[src/rtl/spi_cmd_sequencer_if.sv]
// Bus bundle for the SD-card init sequencer: Avalon-MM status/control port,
// command channel towards the card core, response channel back from it, irq.
interface spi_cmd_sequencer_if;
  // Handshakes: a word moves on a rising edge where valid and ready are both
  // high; the producer holds valid and its data stable until that edge.
  logic        avs_s0_write;
  logic        avs_s0_read;
  logic [2:0]  avs_s0_address;
  logic [31:0] avs_s0_writedata;
  logic [31:0] avs_s0_readdata;
  logic [39:0] cmd_dout;
  logic        cmd_valid;
  logic        cmd_ready;
  logic [39:0] rsp_din;
  logic        rsp_valid;
  logic        rsp_ready;
  logic        irq;

  modport slave (
    input  avs_s0_write, avs_s0_read, avs_s0_address, avs_s0_writedata,
    output avs_s0_readdata,
    output cmd_dout, cmd_valid,
    input  cmd_ready,
    input  rsp_din, rsp_valid,
    output rsp_ready,
    output irq
  );

  modport master (
    output avs_s0_write, avs_s0_read, avs_s0_address, avs_s0_writedata,
    input  avs_s0_readdata,
    input  cmd_dout, cmd_valid,
    output cmd_ready,
    output rsp_din, rsp_valid,
    input  rsp_ready,
    input  irq
  );
endinterface

[src/rtl/spi_cmd_sequencer.sv]
// SD-card SPI-mode init sequencer: CMD0, CMD8, CMD55/ACMD41 polling, CMD58,
// with per-response timeout, bounded retries and an Avalon status register.
module spi_cmd_sequencer #(
  parameter logic [15:0] RESP_TIMEOUT = 16'd50000,
  parameter logic [7:0]  MAX_RETRY    = 8'd200
) (
  input  logic               csi_clk,
  input  logic               rsi_reset,
  spi_cmd_sequencer_if.slave bus,
  output logic [2:0]         dbg_state
);
  typedef enum logic [2:0] {
    ST_IDLE  = 3'd0,
    ST_ISSUE = 3'd1,
    ST_WAIT  = 3'd2,
    ST_EVAL  = 3'd3,
    ST_DONE  = 3'd4,
    ST_FAIL  = 3'd5
  } state_t;

  state_t      state, next_state;
  logic [2:0]  step, next_step;
  logic [7:0]  retry, next_retry, retry_inc;
  logic [15:0] tmo_cnt;
  logic [7:0]  rsp_r1;
  logic [11:0] rsp_echo;
  logic        rsp_ccs;
  logic        done, error, ccs, irq_q;
  logic [3:0]  err_code, fail_code;
  logic        ccs_load;
  logic        reg_wr, start, irq_clr;
  logic [31:0] status;

  assign reg_wr  = bus.avs_s0_write && (bus.avs_s0_address == 3'd5);
  assign start   = reg_wr && bus.avs_s0_writedata[0];
  assign irq_clr = reg_wr && bus.avs_s0_writedata[1];

  always_comb begin
    next_state = state;
    next_step  = step;
    next_retry = retry;
    retry_inc  = retry + 8'd1;
    fail_code  = 4'd0;
    ccs_load   = 1'b0;
    case (state)
      ST_IDLE: if (start) begin
        next_state = ST_ISSUE;
        next_step  = 3'd0;
        next_retry = 8'd0;
      end
      ST_ISSUE: if (bus.cmd_ready) next_state = ST_WAIT;
      ST_WAIT: begin
        if (bus.rsp_valid) next_state = ST_EVAL;
        else if (tmo_cnt == RESP_TIMEOUT - 16'd1) begin
          next_state = ST_FAIL;
          fail_code  = 4'd7;
        end
      end
      ST_EVAL: begin
        // Anything not explicitly accepted below ends the sequence in FAIL.
        next_state = ST_FAIL;
        case (step)
          3'd0: if (rsp_r1 == 8'h01) begin
            next_state = ST_ISSUE; next_step = 3'd1;
          end else fail_code = 4'd1;
          3'd1: if (rsp_r1 == 8'h01 && rsp_echo == 12'h1AA) begin
            next_state = ST_ISSUE; next_step = 3'd2;
          end else fail_code = 4'd2;
          3'd2: if (rsp_r1[7:1] == 7'd0) begin
            next_state = ST_ISSUE; next_step = 3'd3;
          end else fail_code = 4'd3;
          3'd3: begin
            if (rsp_r1 == 8'h00) begin
              next_state = ST_ISSUE; next_step = 3'd4;
            end else if (rsp_r1 == 8'h01) begin
              // Card still initialising: go round CMD55/ACMD41 again.
              next_retry = retry_inc;
              if (retry_inc == MAX_RETRY) fail_code = 4'd6;
              else begin
                next_state = ST_ISSUE; next_step = 3'd2;
              end
            end else fail_code = 4'd4;
          end
          default: if (rsp_r1 == 8'h00) begin
            next_state = ST_DONE; ccs_load = 1'b1;
          end else fail_code = 4'd5;
        endcase
      end
      default: next_state = ST_IDLE;
    endcase
  end

  always_ff @(posedge csi_clk) begin
    if (rsi_reset) begin
      state    <= ST_IDLE;
      step     <= 3'd0;
      retry    <= 8'd0;
      tmo_cnt  <= 16'd0;
      rsp_r1   <= 8'd0;
      rsp_echo <= 12'd0;
      rsp_ccs  <= 1'b0;
      done     <= 1'b0;
      error    <= 1'b0;
      ccs      <= 1'b0;
      err_code <= 4'd0;
      irq_q    <= 1'b0;
    end else begin
      state   <= next_state;
      step    <= next_step;
      retry   <= next_retry;
      tmo_cnt <= (state == ST_WAIT) ? tmo_cnt + 16'd1 : 16'd0;
      if (state == ST_WAIT && bus.rsp_valid) begin
        rsp_r1   <= bus.rsp_din[39:32];
        rsp_echo <= bus.rsp_din[11:0];
        rsp_ccs  <= bus.rsp_din[30];
      end
      if (state == ST_IDLE && start) begin
        done     <= 1'b0;
        error    <= 1'b0;
        ccs      <= 1'b0;
        err_code <= 4'd0;
      end
      if (ccs_load) ccs <= rsp_ccs;
      if (next_state == ST_FAIL && state != ST_FAIL) err_code <= fail_code;
      if (state == ST_DONE) done <= 1'b1;
      if (state == ST_FAIL) error <= 1'b1;
      // Completion outranks a clear landing in the same cycle.
      if (state == ST_DONE || state == ST_FAIL) irq_q <= 1'b1;
      else if (irq_clr) irq_q <= 1'b0;
    end
  end

  always_comb begin
    bus.cmd_dout = 40'd0;
    if (state == ST_ISSUE) begin
      case (step)
        3'd0:    bus.cmd_dout = {8'h40, 32'h0000_0000};
        3'd1:    bus.cmd_dout = {8'h48, 32'h0000_01AA};
        3'd2:    bus.cmd_dout = {8'h77, 32'h0000_0000};
        3'd3:    bus.cmd_dout = {8'h69, 32'h4000_0000};
        default: bus.cmd_dout = {8'h7A, 32'h0000_0000};
      endcase
    end
  end

  assign bus.cmd_valid = (state == ST_ISSUE);
  assign bus.rsp_ready = (state == ST_WAIT);
  assign bus.irq       = irq_q;
  assign status        = {16'd0, retry, ccs, err_code, error, done, state != ST_IDLE};
  assign bus.avs_s0_readdata = (bus.avs_s0_read && bus.avs_s0_address == 3'd5) ? status : 32'd0;
  assign dbg_state     = state;

  wire unused_bits = &{1'b0, bus.avs_s0_writedata[31:2], bus.rsp_din[31], bus.rsp_din[29:12]};
endmodule

[src/flat_wrapper.sv]
// flat-port wrapper written by rule: the top's interface ports become plain ports
module spi_cmd_sequencer_flat 
#(
  parameter logic [15:0] RESP_TIMEOUT = 16'd50000,
  parameter logic [7:0]  MAX_RETRY    = 8'd200
)
  (csi_clk, rsi_reset, dbg_state, bus_avs_s0_write, bus_avs_s0_read, bus_avs_s0_address, bus_avs_s0_writedata, bus_avs_s0_readdata, bus_cmd_dout, bus_cmd_valid, bus_cmd_ready, bus_rsp_din, bus_rsp_valid, bus_rsp_ready, bus_irq);
  spi_cmd_sequencer_if bus_i ();
  input  logic csi_clk;
  input  logic rsi_reset;
  output logic [2:0] dbg_state;
  input wire logic [$bits(bus_i.avs_s0_write)-1:0] bus_avs_s0_write;
  input wire logic [$bits(bus_i.avs_s0_read)-1:0] bus_avs_s0_read;
  input wire logic [$bits(bus_i.avs_s0_address)-1:0] bus_avs_s0_address;
  input wire logic [$bits(bus_i.avs_s0_writedata)-1:0] bus_avs_s0_writedata;
  output wire logic [$bits(bus_i.avs_s0_readdata)-1:0] bus_avs_s0_readdata;
  output wire logic [$bits(bus_i.cmd_dout)-1:0] bus_cmd_dout;
  output wire logic [$bits(bus_i.cmd_valid)-1:0] bus_cmd_valid;
  input wire logic [$bits(bus_i.cmd_ready)-1:0] bus_cmd_ready;
  input wire logic [$bits(bus_i.rsp_din)-1:0] bus_rsp_din;
  input wire logic [$bits(bus_i.rsp_valid)-1:0] bus_rsp_valid;
  output wire logic [$bits(bus_i.rsp_ready)-1:0] bus_rsp_ready;
  output wire logic [$bits(bus_i.irq)-1:0] bus_irq;
  assign bus_i.avs_s0_write = bus_avs_s0_write;
  assign bus_i.avs_s0_read = bus_avs_s0_read;
  assign bus_i.avs_s0_address = bus_avs_s0_address;
  assign bus_i.avs_s0_writedata = bus_avs_s0_writedata;
  assign bus_avs_s0_readdata = bus_i.avs_s0_readdata;
  assign bus_cmd_dout = bus_i.cmd_dout;
  assign bus_cmd_valid = bus_i.cmd_valid;
  assign bus_i.cmd_ready = bus_cmd_ready;
  assign bus_i.rsp_din = bus_rsp_din;
  assign bus_i.rsp_valid = bus_rsp_valid;
  assign bus_rsp_ready = bus_i.rsp_ready;
  assign bus_irq = bus_i.irq;
  spi_cmd_sequencer #(.RESP_TIMEOUT(RESP_TIMEOUT), .MAX_RETRY(MAX_RETRY)) u_core (.csi_clk(csi_clk), .rsi_reset(rsi_reset), .bus(bus_i), .dbg_state(dbg_state));
endmodule
[config.mk]
export PLATFORM = sky130hd
export DESIGN_NAME = spi_cmd_sequencer_flat
export DESIGN_NICKNAME = d
export VERILOG_FILES = /design/src/rtl/spi_cmd_sequencer_if.sv /design/src/rtl/spi_cmd_sequencer.sv /design/src/flat_wrapper.sv
export SDC_FILE = /design/constraint.sdc
export NUM_CORES = 1
export LEC_CHECK = 0
export ABC_AREA = 1
export ABC_CLOCK_PERIOD_IN_PS = 3050
export BUFFER_PORTS_ARGS = -buffer_cell sky130_fd_sc_hd__buf_2
export CAP_MARGIN = 25
export CORE_MARGIN = 3
export CORE_UTILIZATION = 50
export CTS_CLUSTER_DIAMETER = 200
export DETAILED_ROUTE_END_ITERATION = 6
export PLACE_DENSITY_LB_ADDON = 0.05
export SLEW_MARGIN = 15
export SYNTH_ARGS = -nofsm -noshare
export SYNTH_HDL_FRONTEND = slang
export SYNTH_SLANG_ARGS = --single-unit
[constraint.sdc]
create_clock -name csi_clk -period 3.05 [get_ports csi_clk]
set_clock_uncertainty 0.2 [all_clocks]
set_input_delay 0.305 -clock csi_clk [delete_from_list [all_inputs] [get_ports csi_clk]]
set_output_delay 0.305 -clock csi_clk [all_outputs]
set_load 0.005 [all_outputs]
Word-level counts from Yosys, hierarchy flattened
Cells that the tools add are included.
- RAM bits: 0
- input bits: 81
- logic and storage cells: 116
- output and inout bits: 78
- latch bits: 0
- bits in registers: 59
- memory bits (read-only): 0
- memories: 0
- eq/ne operators: 25
- shift-type cells: 0
- multipliers: 0
- add/sub/neg operators: 2
- bitwise logic cells: 1
- $lt $le $gt $ge: 0
- reduce and logical (&&, ||, !) cells: 24
- divide/modulo/power cells: 0
- muxes and demuxes: 52
- operators with widths (kind ; count):
    case mux 38 bit (4 select lines) ; 1
    two-way mux 3 bit ; 21
    two-way mux 40 bit ; 1
    case mux 3 bit (4 select lines) ; 3
    two-way mux 8 bit ; 4
    adder 16 x 1 -> 16 bit, second input constant ; 1
    equality test 16 bit, second input constant ; 1
    two-way mux 16 bit ; 1
    two-way mux 4 bit ; 4
    case mux 4 bit (4 select lines) ; 1
    case mux 8 bit (2 select lines) ; 1
    equality test 12 x 9 -> 1 bit, second input constant ; 1
    equality test 3 x 2 -> 1 bit, second input constant ; 4
    equality test 3 bit, second input constant ; 4
    nonzero test 2 bit ; 6
    two-way mux 1 bit ; 11
    != test 3 x 2 -> 1 bit, second input constant ; 3
    adder 8 x 1 -> 8 bit, second input constant ; 1
    equality test 8 x 1 -> 1 bit, second input constant ; 1
    equality test 8 bit, second input constant ; 1
    logical AND 1 bit ; 8
    zero test 8 bit ; 1
    case mux 4 bit (2 select lines) ; 1
    AND reduction 8 bit ; 1
    other kinds (17) ; 22

Depth between registers and ports, before layout
- word-level depth: 10
- depth in mapped cells: 14
- mapped depth without buffers: 14

Least setup slack after synthesis
OpenSTA, ideal clock, no wires.
- path type: register to output
- start: register u_core.state[2], in the netlist u_core.dbg_state[2]
- end: output port bus_cmd_dout[3]
- stages on the path, launching flop included: 6
- setup slack: 1.121 ns
- buffers on the path: 2
- data arrival time: 1.424 ns
- required time: 2.545 ns
- cells stage by stage: dfxtp_1 > buf_6 > nor3_1 > inv_1 > nor2_1 > buf_4
- cells in the longest elaborated chain, start to end: 2
- ends and longest elaborated chain (item ; line ; RTL):
    from (decl) ; spi_cmd_sequencer.sv:21 ; state_t state, next_state;
    from (signal assigned) ; spi_cmd_sequencer.sv:108 ; state <= next_state;
    equality test 3 x 1 -> 1 bit ; - ;
    net bus_cmd_valid ; flat_wrapper.sv:18 ; output wire logic [$bits(bus_i.cmd_valid)-1:0] bus_cmd_valid;
    two-way mux 40 bit ; spi_cmd_sequencer.sv:135 ; if (state == ST_ISSUE) begin
    to (decl) ; flat_wrapper.sv:17 ; output wire logic [$bits(bus_i.cmd_dout)-1:0] bus_cmd_dout;
The timed path passes the listed nets, and every way through them passes these cells.

Worst setup path after layout
- start: register u_core.state[0], in the netlist u_core.dbg_state[0]
- end: output port bus_cmd_dout[8]
- cells in the longest elaborated chain, start to end: 2
- ends and longest elaborated chain (item ; line):
    equality test 3 x 1 -> 1 bit ; spi_cmd_sequencer.sv:135
    two-way mux 40 bit ; spi_cmd_sequencer.sv:135
Every way passes these cells.

==> summary.md <==
| Metric | Value |
|---|---|
| Clock transition at the registers of the reported paths | `0.08 ns` |
| Core box area | `6096 um^2` |
| Total Routed Length | `just over 7 mm` |
| H-Tree Level Count | `3` |
| Delay-heaviest family, CP | `simple AND/OR/NAND/NOR gates` |
| Worst r2r src | `u_core.dbg_state[1]$_SDFF_PP0_` |
| Clk buf depth | `2` |
| Yosys reg bits | `58` |
| Initial antenna violation count | `0` |
| R2R depth | `12` |
| Outcome | `finished clean` |
| Relative slew slack | `59.49%` |
| IO Pins | `159` |
| Synth area leader | `dfxtp_1` |
| P_leak | `about 1.6 nW` |
| Worst path arrival time | `1.92 ns` |
| Dpl cell area | `3427 um^2` |
| Critical Path Max Stage Delay | `about 0.43 ns` |
| Clock Sinks | `between 50 and 60` |
| Worst-margin pin slew | `between 0.6 and 0.7 ns` |
| Hold Slack | `0.007210 ns` |
| Worst Min Path Start | `bus_rsp_din[38]` |
| CP endpoint kind | `output port` |
| Slew Viols, Final | `0` |
| Die width | `around 87 um` |
| Crit-path cells | `inv_2, nor3_1, inv_1, nor2_1, buf_2` |
| Area of the mapped netlist | `approximately 3300 um^2` |
| P&R area growth vs syn | `12.77%` |
| HP Class | `primary input to flop` |
| Ys Warns | `0` |
| Layer with the highest usage | `met2` |
| Final Cycle Share | `between 70% and 80%` |
| Synth unique cells | `32` |
| FILL cells | `about 630` |
| Die Y | `86.66 um` |
| Register area share after synthesis | `35.69%` |
| Unrepaired setup endpoints after global routing | `false` |
| HPWL after detailed placement | `around 5.3 mm` |
| Total gr overflow | `0` |
| DRC Markers | `0` |
| Worst Hold End | `u_core.rsp_r1[6]$_SDFFE_PP0P_` |
| Critical path's slowest cell | `dfxtp_1` |
| Fin crit period | `between 2 and 2.5 ns` |
| Initial Util | `53.37%` |
| Hold Violations, Final | `0` |
| Die area | `roughly 7500 um^2` |
| Via Count | `3016` |
| Placed Cells | `approximately 620` |
| Rows | `28` |
| Syn_area_per_cell | `6.639 um^2` |
| FF-to-FF setup slack | `between 0.6 and 0.7 ns` |
| Post-synth EDFFs | `0` |
| PD cells | `434.7 nW/um^2` |
| Finished Layout Cells | `about 640` |
| Total iterations of the first detailed-routing run | `4` |
| Kind of critical path | `flop to output port` |
| CTS tree | `yes` |
| Met1 Use GR | `around 22%` |
| Post-synth top area share | `35.69%` |
| Final setup TNS | `0 ns` |
| All-Layer GR Usage | `18.79%` |
| Hold Path Stages | `3` |
| Worst Path Required | `between 2 and 3 ns` |
| First-pass GRT wire length | `roughly 11 mm` |
| Share of post-route cells with drive strength above 1 | `16.43%` |
| Global Route met2 Usage | `between 30% and 40%` |
| Clk Latency, worst-skew pair | `around 0.34 ns` |
| Peak supply drop | `0.3570 mV` |
| Async SR Flop Fraction | `0%` |
| GP Congestion | `roughly 0.83` |
| Area contributors post-synth | `dfxtp_1, buf_4, nor2_1` |
| Antenna diodes | `0` |
| Critical path origin | `u_core.dbg_state[0]$_SDFF_PP0_` |
| DR WL/cell | `roughly 11 um` |
| Met3 usage | `6.369%` |
| CTS Root Cell | `clkbuf_8` |
| Post-synth top flop | `dfxtp_1` |
| Crit-path max FO | `8` |
| Most frequent cell after synthesis | `nor2_1` |
| Top cells by count, synth | `nor2_1, nand2_1, inv_1` |
| TritonCTS Buffers | `9` |
| Worst R2R End | `u_core.err_code[2]$_SDFFE_PP0P_` |
| Max Clk Rate | `between 400 and 500 MHz` |
| Design area | `~3700 um^2` |
| Setup violations, final | `0` |
| Vias per cell | `~4.7` |
| Vias in the first global route | `around 2.7k` |
| Layout Nets | `around 640` |
| Synth Instances | `490` |
| Number of nets with antenna violations after routing | `0` |
| Max cap viols | `0` |
| Iter 0 DRT Violations | `94` |
| Port Buf Inserts | `65` |
| CP Launch Type | `flop` |
| Largest net degree at the start of global routing | `33` |
| Crit path buffers/inverters | `3` |
| # Post-CTS Setup Buffers | `0` |
## final cells by class
class	count	area [um^2]	area share (%)
well taps	75	93.84	2.558
repair buffers	71	380.4	10.37
clock buffers	9	123.9	3.377
inverters	67	251.5	6.855
flip-flops and latches	58	1161	31.65
multi-input cells	348	1580	43.08
clock inverters	7	77.57	2.115
## tightest hold or removal path: stages
cell,delay [ns]
buf_2,0.07
o21ai_0,0.07
nor2_1,0.07
## through the flow
step / setup WS [ns] / total power, W / util [%]
floorplan: 1.121 / 0.0008934 / -
global placement: 0.6713 / 0.0008868 / 56.22
detailed placement: 0.6580 / 0.0008878 / 56.22
CTS: 0.5972 / 0.001605 / 60.18
global route: 0.3524 / 0.001669 / 60.18
finish: 0.6254 / 0.001595 / 60.18
## layout by cell type, fill, tap and decap left out, types with 3 or more instances in the layout
cell / instances
clkinv_4: 3
clkbuf_8: 9
a21oi_1: 44
nand2_2: 3
o21ai_0: 33
inv_1: 64
buf_2: 65
nand2_1: 70
nand4_1: 8
conb_1: 44
nand3_1: 32
nor2_1: 86
nor3_1: 8
o21ai_1: 3
dfxtp_1: 58
dlygate4sd3_1: 4
ha_1: 3
## per-layer routing
layer | vias to the layer above | share of wire, %
met4 | 0 | 1.0
li1 | 1597 | -
met2 | 87 | 49
met3 | 10 | 6.9
met5 | - | 0
met1 | 1322 | 43
## kinds of logic (layout without fill, tap and decap cells)
kind of cell / after synthesis / count (layout) / share of synthesized area, %
AO/OA/AOI/OAI: 86 / 86 / 13.85
flip-flops: 58 / 58 / 35.69
XOR/XNOR: 2 / 2 / 0.5386
AND/OR/NAND/NOR: 213 / 213 / 27.96
buffers and inverters: 127 / 154 / 20.69
other: 1 / 44 / 0.1153
adder cells (fa/ha/maj): 3 / 3 / 1.154
## worst max-delay path by stage
stage / end / slack (ns) / depth (start not counted)
3_3_place_gp: u_core.err_code[0]$_SDFFE_PP0P_ / 0.67 / 12
4_1_cts: bus_cmd_dout[3] / 0.60 / 5
2_1_floorplan: bus_cmd_dout[3] / 1.12 / 5
5_1_grt: u_core.err_code[2]$_SDFFE_PP0P_ / 0.35 / 12
3_5_place_dp: u_core.err_code[2]$_SDFFE_PP0P_ / 0.66 / 12
6_report: bus_cmd_dout[8] / 0.63 / 5
## sequential cells by signal, summed over array words and instances (netlist names)
name and count:
u_core.step 3, u_core.tmo_cnt 16, u_core.error 1, u_core.err_code 3, u_core.dbg_state 3, u_core.ccs 1, u_core.rsp_echo 12, u_core.rsp_r1 8
u_core.rsp_ccs 1, u_core.done 1, u_core.bus.irq 1, u_core.retry 8
## power breakdown
part,internal [W],switching [W]
clock,0.000382,0.000337
sequential,0.000766,0.00000536
combinational,0.0000363,0.0000677
total,0.00118,0.000410
## what timing repair did
action	CTS	global route
resized for setup	0	0
hold endpoints to repair	4	0
hold buffers	4	0
Power figures use the tool's default switching activity.
